==> src/rtl/fir_sample_feeder.sv <==
// rtl/fir_sample_feeder.sv - buffered, tick-paced sample feeder for the FIR input
module fir_sample_feeder #(
  parameter int DATA_W      = 16,
  parameter int DEPTH       = 8,
  parameter int TICK_DIV    = 4,
  parameter int PRIME_LEVEL = 4
) (
  input  logic                        system1000,
  input  logic                        system1000_rstn,
  input  logic                        enable,
  input  logic                        flush,
  input  logic signed [DATA_W-1:0]    in_data,
  input  logic                        in_valid,
  output logic                        in_ready,
  output logic signed [DATA_W-1:0]    sample_out,
  output logic                        sample_strobe,
  output logic                        underrun,
  input  logic                        underrun_clr,
  output logic [$clog2(DEPTH):0]      level
);

  localparam int AW = $clog2(DEPTH);
  localparam int LW = AW + 1;
  localparam int CW = (TICK_DIV > 1) ? $clog2(TICK_DIV) : 1;

  localparam logic [LW-1:0] FULL_LVL  = LW'(DEPTH);
  localparam logic [LW-1:0] PRIME_LVL = LW'(PRIME_LEVEL);
  localparam logic [CW-1:0] TICK_LAST = CW'(TICK_DIV - 1);

  typedef enum logic [1:0] {
    ST_IDLE,
    ST_PRIME,
    ST_RUN
  } state_t;

  state_t                    state;
  logic [CW-1:0]             tick_cnt;
  logic [AW-1:0]             wr_ptr;
  logic [AW-1:0]             rd_ptr;
  logic signed [DATA_W-1:0]  mem [DEPTH];

  logic push;
  logic pop;
  logic tick;
  logic fifo_empty;

  // Acceptance depends only on occupancy and flush, never on in_valid.
  assign in_ready   = (level != FULL_LVL) && !flush;
  assign push       = in_valid && in_ready;
  assign fifo_empty = (level == '0);

  // A tick is suppressed on the cycle RUN is being left (enable low or flush).
  assign tick = (state == ST_RUN) && enable && !flush && (tick_cnt == TICK_LAST);
  assign pop  = tick && !fifo_empty;

  // Sample storage; contents are don't-care until written, so no reset.
  always_ff @(posedge system1000) begin
    if (push) begin
      mem[wr_ptr] <= in_data;
    end
  end

  // FIFO pointers and occupancy; pointers wrap naturally at DEPTH (power of two).
  always_ff @(posedge system1000 or negedge system1000_rstn) begin
    if (!system1000_rstn) begin
      wr_ptr <= '0;
      rd_ptr <= '0;
      level  <= '0;
    end else if (flush) begin
      wr_ptr <= '0;
      rd_ptr <= '0;
      level  <= '0;
    end else begin
      if (push) begin
        wr_ptr <= wr_ptr + AW'(1);
      end
      if (pop) begin
        rd_ptr <= rd_ptr + AW'(1);
      end
      case ({push, pop})
        2'b10:   level <= level + LW'(1);
        2'b01:   level <= level - LW'(1);
        default: level <= level;
      endcase
    end
  end

  // Control FSM with tick counter and registered output stream.
  always_ff @(posedge system1000 or negedge system1000_rstn) begin
    if (!system1000_rstn) begin
      state         <= ST_IDLE;
      tick_cnt      <= '0;
      sample_out    <= '0;
      sample_strobe <= 1'b0;
      underrun      <= 1'b0;
    end else begin
      sample_strobe <= tick;

      if (tick) begin
        sample_out <= fifo_empty ? '0 : mem[rd_ptr];
      end

      if (tick && fifo_empty) begin
        underrun <= 1'b1;
      end else if (underrun_clr) begin
        underrun <= 1'b0;
      end

      case (state)
        ST_IDLE: begin
          tick_cnt <= '0;
          if (enable) begin
            state <= ST_PRIME;
          end
        end
        ST_PRIME: begin
          tick_cnt <= '0;
          if (!enable) begin
            state <= ST_IDLE;
          end else if (!flush && (level >= PRIME_LVL)) begin
            state <= ST_RUN;
          end
        end
        ST_RUN: begin
          if (!enable) begin
            state    <= ST_IDLE;
            tick_cnt <= '0;
          end else if (flush) begin
            state    <= ST_PRIME;
            tick_cnt <= '0;
          end else if (tick_cnt == TICK_LAST) begin
            tick_cnt <= '0;
          end else begin
            tick_cnt <= tick_cnt + CW'(1);
          end
        end
        default: begin
          state    <= ST_IDLE;
          tick_cnt <= '0;
        end
      endcase
    end
  end

endmodule

==> config.mk <==
export PLATFORM = sky130hd
export DESIGN_NAME = fir_sample_feeder
export DESIGN_NICKNAME = d
export VERILOG_FILES = /design/src/rtl/fir_sample_feeder.sv
export SDC_FILE = /design/constraint.sdc
export NUM_CORES = 1
export LEC_CHECK = 0
export CORE_ASPECT_RATIO = 0.8
export CORE_MARGIN = 5
export CORE_UTILIZATION = 40
export CTS_BUF_LIST = sky130_fd_sc_hd__clkbuf_8
export CTS_CLUSTER_DIAMETER = 50
export DETAILED_ROUTE_END_ITERATION = 8
export GPL_ROUTABILITY_DRIVEN = 0
export HOLD_SLACK_MARGIN = 0.15
export SLEW_MARGIN = 20
export SYNTH_ARGS = -nofsm -noshare
export SYNTH_HDL_FRONTEND = slang
export SYNTH_SLANG_ARGS = --single-unit
==> constraint.sdc <==
create_clock -name system1000 -period 5.6 [get_ports system1000]
set_input_delay 0.84 -clock system1000 [delete_from_list [all_inputs] [get_ports system1000]]
set_output_delay 0.84 -clock system1000 [all_outputs]
set_load 0.005 [all_outputs]
* After elaboration in Yosys (flattened, before gate mapping)
Memory sizes are Yosys's and may differ from the RTL's.
Index checks and enable logic that the tools add are counted.
** Cells by class
- Add/sub/neg operators :: 5
- $lt $le $gt $ge :: 1
- Eq/ne operators :: 9
- Muxes and demuxes :: 21
- Reduce and logical (&&, ||, !) cells :: 17
** Operators with widths (count)
- 2-bit 2-to-1 mux :: 9
- 16-bit 2-to-1 mux :: 1
- 3-bit 2-to-1 mux :: 4
- 1-bit logical AND :: 8
- 4-bit one-hot mux with 2 select lines :: 1
- 3-bit by 1-bit adder with 3-bit output (second input constant) :: 2
- 2-bit equality test (second input constant) :: 3
- 3-bit inequality test (second input constant) :: 2
- 2-bit one-hot mux with 3 select lines :: 1
- 2-bit nonzero test :: 3
- 4-bit by 1-bit adder with 4-bit output (second input constant) :: 1
- 2-bit by 1-bit equality test with 1-bit output (second input constant) :: 2
- 4-bit by 3-bit greater-or-equal comparator with 1-bit output (second input constant) :: 1
- 4-bit logical NOT :: 1
- 1-bit 2-to-1 mux :: 4
- 4-bit 2-to-1 mux :: 1
- 4-bit inequality test (second input constant) :: 1
- 4-bit by 1-bit subtractor with 4-bit output (second input constant) :: 1
- 3-bit AND reduction :: 1
- 3-bit nonzero test :: 1
- 2-bit by 1-bit adder with 2-bit output (second input constant) :: 1
- 1-bit logical NOT :: 2
- 2-bit logical NOT :: 1
- 2-bit inequality test (second input constant) :: 1
** Storage, ports and cells
- Bits in registers :: 32
- RAM bits :: 128
- Input port bits :: 22
- Output and inout bits :: 23
- Word-level logic and storage cells :: 62
- Memories :: 1
** Memory list
- mem :: depth 8, bits a word 16, read ports 1, clocked after memory_dff 0, write ports 1, line 40 : logic signed [DATA_W-1:0] mem [DEPTH];

* Logic depth before layout (Yosys ltp)
- Depth in word-level cells :: 8
- Mapped depth :: 10
- Depth with buffers taken out :: 9

* Worst setup path before layout
OpenSTA, ideal clock, no wires.
- Path type :: input-to-reg
- From :: input port in_valid
- To :: memory mem[4][0] (enable)
- Setup time :: 0.436 ns
- Data arrival time :: 3.042 ns
- Data required time :: 5.164 ns
- Setup slack :: 2.121 ns
- Stages on the path :: 4
- Buffers on the path :: 1
- Cells stage by stage :: nor2b_1 > nand2_1 > clkbuf_1 > nor4b_1
** On the way
- Cells in the longest elaborated chain, start to end :: 3
** Ends and longest elaborated chain
- start: declaration :: line 13 : input logic in_valid,
- 1-bit logical AND :: line 49 : assign push = in_valid && in_ready;
- 1-bit 2-to-1 mux :: line 58 : if (push) begin
- 1-bit 2-to-1 mux (implied by the code) :: line 59 : mem[wr_ptr] <= in_data;
- end: declaration :: line 40
No other way between the ends.

* Final worst setup path
- From :: input port flush
- To :: register level[3]
** On the way
- Cells in the longest elaborated chain, start to end :: 7
- Elaborated cells on any way between the ends :: 11
- Classes of those cells :: eq/ne: 2; mux: 2; reduce/logical: 7
** Ends and longest elaborated chain
- start: declaration :: line 11 : input logic flush,
- 1-bit logical NOT :: line 48, 53
- 1-bit logical AND (2 in series) :: line 53 : assign tick = (state == ST_RUN) && enable && !flush && (tick_cnt == TICK_LAST);
- 1-bit logical AND :: line 54 : assign pop = tick && !fifo_empty;
- 2-bit by 1-bit equality test with 1-bit output / 2-bit equality test (equally long branches) :: line 80 : case ({push, pop})
- 4-bit one-hot mux with 2 select lines :: line 80
- 4-bit 2-to-1 mux :: line 69 : end else if (flush) begin
- end signal: assignment :: line 81 : 2'b10: level <= level + LW'(1);
- end signal: assignment :: line 82 : 2'b01: level <= level - LW'(1);
- end signal: assignment :: line 83 : default: level <= level;
- end: declaration :: line 19 : output logic [$clog2(DEPTH):0] level
Several ways; a longest one is shown, not always the timed one.
A chain may end at the register's enable or synchronous reset.

==> Implementation_results.wiki <==
{| class="wikitable"
! Metric !! Value
|-
| Per-instance average area after synthesis || approximately 18 sq um
|-
| Final setup violating endpoints || 0
|-
| Routed length per instance || 19.8 um
|-
| Highest-count cells in the layout ignoring fill and taps || sky130_fd_sc_hd__edfxtp_1 (128), sky130_fd_sc_hd__clkdlybuf4s50_1 (43), sky130_fd_sc_hd__mux4_2 (32)
|-
| Cell occurring most often along the worst timing path || sky130_fd_sc_hd__nand3_1
|-
| Clock latency on the worst-skew pair || between 0.4 and 0.5 ns
|-
| Buffer levels on the longest clock path || 2
|-
| Clock tree from TritonCTS || yes
|-
| Commonest register cell after synthesis || sky130_fd_sc_hd__edfxtp_1
|-
| Clock net sink count || 160
|-
| Std cell rows || a little over 40
|-
| Detail Route Antenna Nets || 0
|-
| EDFF count, synth || 128
|-
| Critical Path Source Type || primary input
|-
| Library cell contributing the largest single delay on the critical path || sky130_fd_sc_hd__clkdlybuf4s50_1
|-
| Final hold slack || around 0.44 ns
|-
| Worst reg2reg startpoint || level[1]$_DFFE_PN0P_
|-
| Worst path top cell family by delay || simple AND/OR/NAND/NOR gates
|-
| End of the worst register-to-register path || level[3]$_DFFE_PN0P_
|-
| Top achievable clock speed || around 290 MHz
|-
| Required time of the critical path || approximately 6 ns
|-
| Num ports || 45
|-
| Filler Cell Count || between 1000 and 1500
|-
| Initial Utilization || slightly above 40%
|-
| Setup Buffers After CTS || 0
|-
| Largest stage delay, worst path || between 0.6 and 0.7 ns
|-
| Highest fanout seen on the critical path || 23
|-
| Flop2flop setup slack || 2.52 ns
|-
| Drt pass-1 iters || 4
|-
| Max-cap check violation count || 0
|-
| Final worst path period share || between 60% and 70%
|-
| Maximum number of pins on one net before global-route repair || 35
|-
| DRC errors left || 0
|-
| Largest voltage drop on the vdd net || between 0.15 and 0.2 mV
|-
| Floorplan core area || approximately 0.016 sq mm
|-
| Class of the worst hold path || flip-flop to flip-flop
|-
| Worst R2R Path Depth || 9
|-
| RSZ-0062 raised after global routing || no
|-
| Number of design-rule violations left by the first detailed-router iteration || between 150 and 200
|-
| Setup TNS || 0 ns
|-
| Transition time at the pin with the least slew margin || ~0.89 ns
|-
| Aggregate global-route resource usage || between 10% and 20%
|-
| Cell area after synthesis || roughly 0.0063 sq mm
|-
| Start point of the critical path || flush
|-
| Clock transition time at the flip-flop clock pins of the worst setup and hold paths || 0.10 ns
|-
| Total wirelength of the detailed-routed design || 12.4 mm
|-
| Count of synthesis-stage warnings from yosys || 0
|-
| Nets || ~430
|-
| Tot Pwr || between 0.002 and 0.0025 W
|-
| Number of cells on the critical path || 11
|-
| Commonest non-fill, non-tap cell in the layout || sky130_fd_sc_hd__edfxtp_1
|-
| Crit path arrival time || about 3.8 ns
|-
| Proportion of layout cells with a drive suffix above 1 || about a fifth
|-
| Total non-filler cell area in the finished layout || 0.00746 sq mm
|-
| Total power divided by cell area || 315 mW/mm^2
|-
| Synthesized netlist cell count || between 300 and 400
|-
| Per-cell via count in the routed design || just over 5
|-
| Crit path time final || approximately 3.4 ns
|-
| Net Count, Synth || 370
|-
| Share of synthesized area occupied by flip-flops and latches || between 70% and 80%
|-
| Number of antenna violations at the first check in global routing || 0
|-
| Asr flop ratio synth || around a fifth
|-
| Number of gates given a new drive strength after cts || 0
|-
| TritonCTS buffer count || 17
|-
| Maximum clock skew at final layout || 0.0161 ns
|-
| Type of the worst setup path || primary input to flip-flop
|-
| Footprint of the multi-input gates || roughly 0.0016 sq mm
|-
| Area added between synthesis and finish || 18.8%
|-
| Slew HR || approximately 41%
|-
| Via total after detailed routing || 3258
|-
| Input/output buffers || between 40 and 50
|-
| Max H-tree Level || 4
|-
| Area taken by flip-flops and latches || about 0.0046 sq mm
|-
| Leftover overflow at the end of global routing || 0
|-
| Die area || 0.0183 sq mm
|-
| Detailed-placement wirelength estimate || between 7 and 8 mm
|-
| Cell area after placement || 0.00703 sq mm
|-
| Pleak || roughly 2.5 nW
|-
| Number of global-route vias before repair || around 3400
|-
| Critical path buffer and inverter count || 2
|-
| Number of pins with negative max-slew slack in the final report || 0
|-
| Die Wd || about 150 um
|-
| Cell chosen for the clock root || sky130_fd_sc_hd__clkbuf_8
|-
| Total inserted antenna cells || 0
|-
| Critical path cell sequence || clkdlybuf4s50_1 > and4bb_1 > nand3_1 > buf_4 > nor2_1 > ha_1 > a21oi_1 > o41a_1 > or4_1 > a211o_1 > nand3_1
|-
| Run status || completed
|-
| Count of hold-fix buffers inserted at cts || 0
|-
| Flop and latch count out of synthesis || 160
|-
| Number of hold violations in the final report || 0
|-
| Die outline height || between 100 and 150 um
|-
| Unique cell type count in the Yosys netlist || 38
|-
| Wire length of the first global-routing pass || about 20 mm
|-
| CP endpoint || level[3]$_DFFE_PN0P_
|-
| Capturing element type of the critical path || flip-flop
|}
[synth_stat cells (4+ instances only)]
library cell	n	share of area, %
sky130_fd_sc_hd__mux2i_1	17	2.7
sky130_fd_sc_hd__dfrtp_1	32	13
sky130_fd_sc_hd__mux4_2	32	11
sky130_fd_sc_hd__o21ai_1	18	1.4
sky130_fd_sc_hd__nor3_1	4	0.32
sky130_fd_sc_hd__edfxtp_1	128	61
sky130_fd_sc_hd__nor2_1	12	0.72
sky130_fd_sc_hd__inv_1	7	0.42
sky130_fd_sc_hd__buf_2	6	0.48
sky130_fd_sc_hd__ha_1	5	1.0
sky130_fd_sc_hd__nand2_1	25	1.5
sky130_fd_sc_hd__a21oi_1	6	0.48
sky130_fd_sc_hd__clkbuf_1	10	0.60
sky130_fd_sc_hd__nand3_1	4	0.32
[report_power, final]
group	internal, W	total, W	switching, W
combinational	0.0000493	0.000113	0.0000635
clock	0.000457	0.000913	0.000456
sequential	0.00131	0.00133	0.0000189
[cell families after synthesis]
kind of cell / Yosys count / share of synthesized area [%]
buffers and inverters: 24 / 1.55
AOI/OAI and AO/OA: 36 / 3.41
DFF: 160 / 74.0
adders and majority gates: 5 / 0.996
muxes: 49 / 14.2
xor gates and xnor gates: 5 / 0.697
and+or+nand+nor: 64 / 5.20
[how the worst min path moves through the flow]
stage,end,from,cells past startpoint
final,tick_cnt[0]$_DFF_PN0_,tick_cnt[0]$_DFF_PN0_,1
after floorplan,tick_cnt[0]$_DFF_PN0_,tick_cnt[0]$_DFF_PN0_,1
after global routing,tick_cnt[0]$_DFF_PN0_,tick_cnt[0]$_DFF_PN0_,1
after CTS,tick_cnt[0]$_DFF_PN0_,tick_cnt[0]$_DFF_PN0_,1
after detailed placement,tick_cnt[0]$_DFF_PN0_,tick_cnt[0]$_DFF_PN0_,1
after global placement,tick_cnt[0]$_DFF_PN0_,tick_cnt[0]$_DFF_PN0_,1
[layer usage]
metal	GRT usage, %	vias to the layer above	share of wire [%]
li1	-	1468	-
met1	20.6	1709	48
met2	22.3	66	47
met3	3.79	15	3.9
met4	4.69	0	1.3
met5	0	-	0
[layout make-up]
cell class                      instances  share of cell area, %
Clock buffer                           17                   3.14
Clock inverter                         15                   2.63
Inverter                                7                  0.352
Multi-Input combinational cell        159                   21.1
Sequential cell                       160                   62.3
Tap cell                              215                   3.61
Timing Repair Buffer                   54                   6.84
[state kept, by name (all words and copies together), names as in the netlist]
register / cells
level: 4
mem: 128
rd_ptr: 3
sample_out: 16
sample_strobe: 1
state: 2
tick_cnt: 2
underrun: 1
wr_ptr: 3
[stage by stage]
step                      worst slack [ns]  cells  utilization (%)
final                                 2.16    627             47.8
after global routing                  1.90    627             47.8
after CTS                             2.18    627             47.8
after detailed placement              1.71    595             45.1
after global placement                1.86    595             45.1
after floorplan                       2.12    343                -
Note: power is estimated with default switching activity, not from simulation.
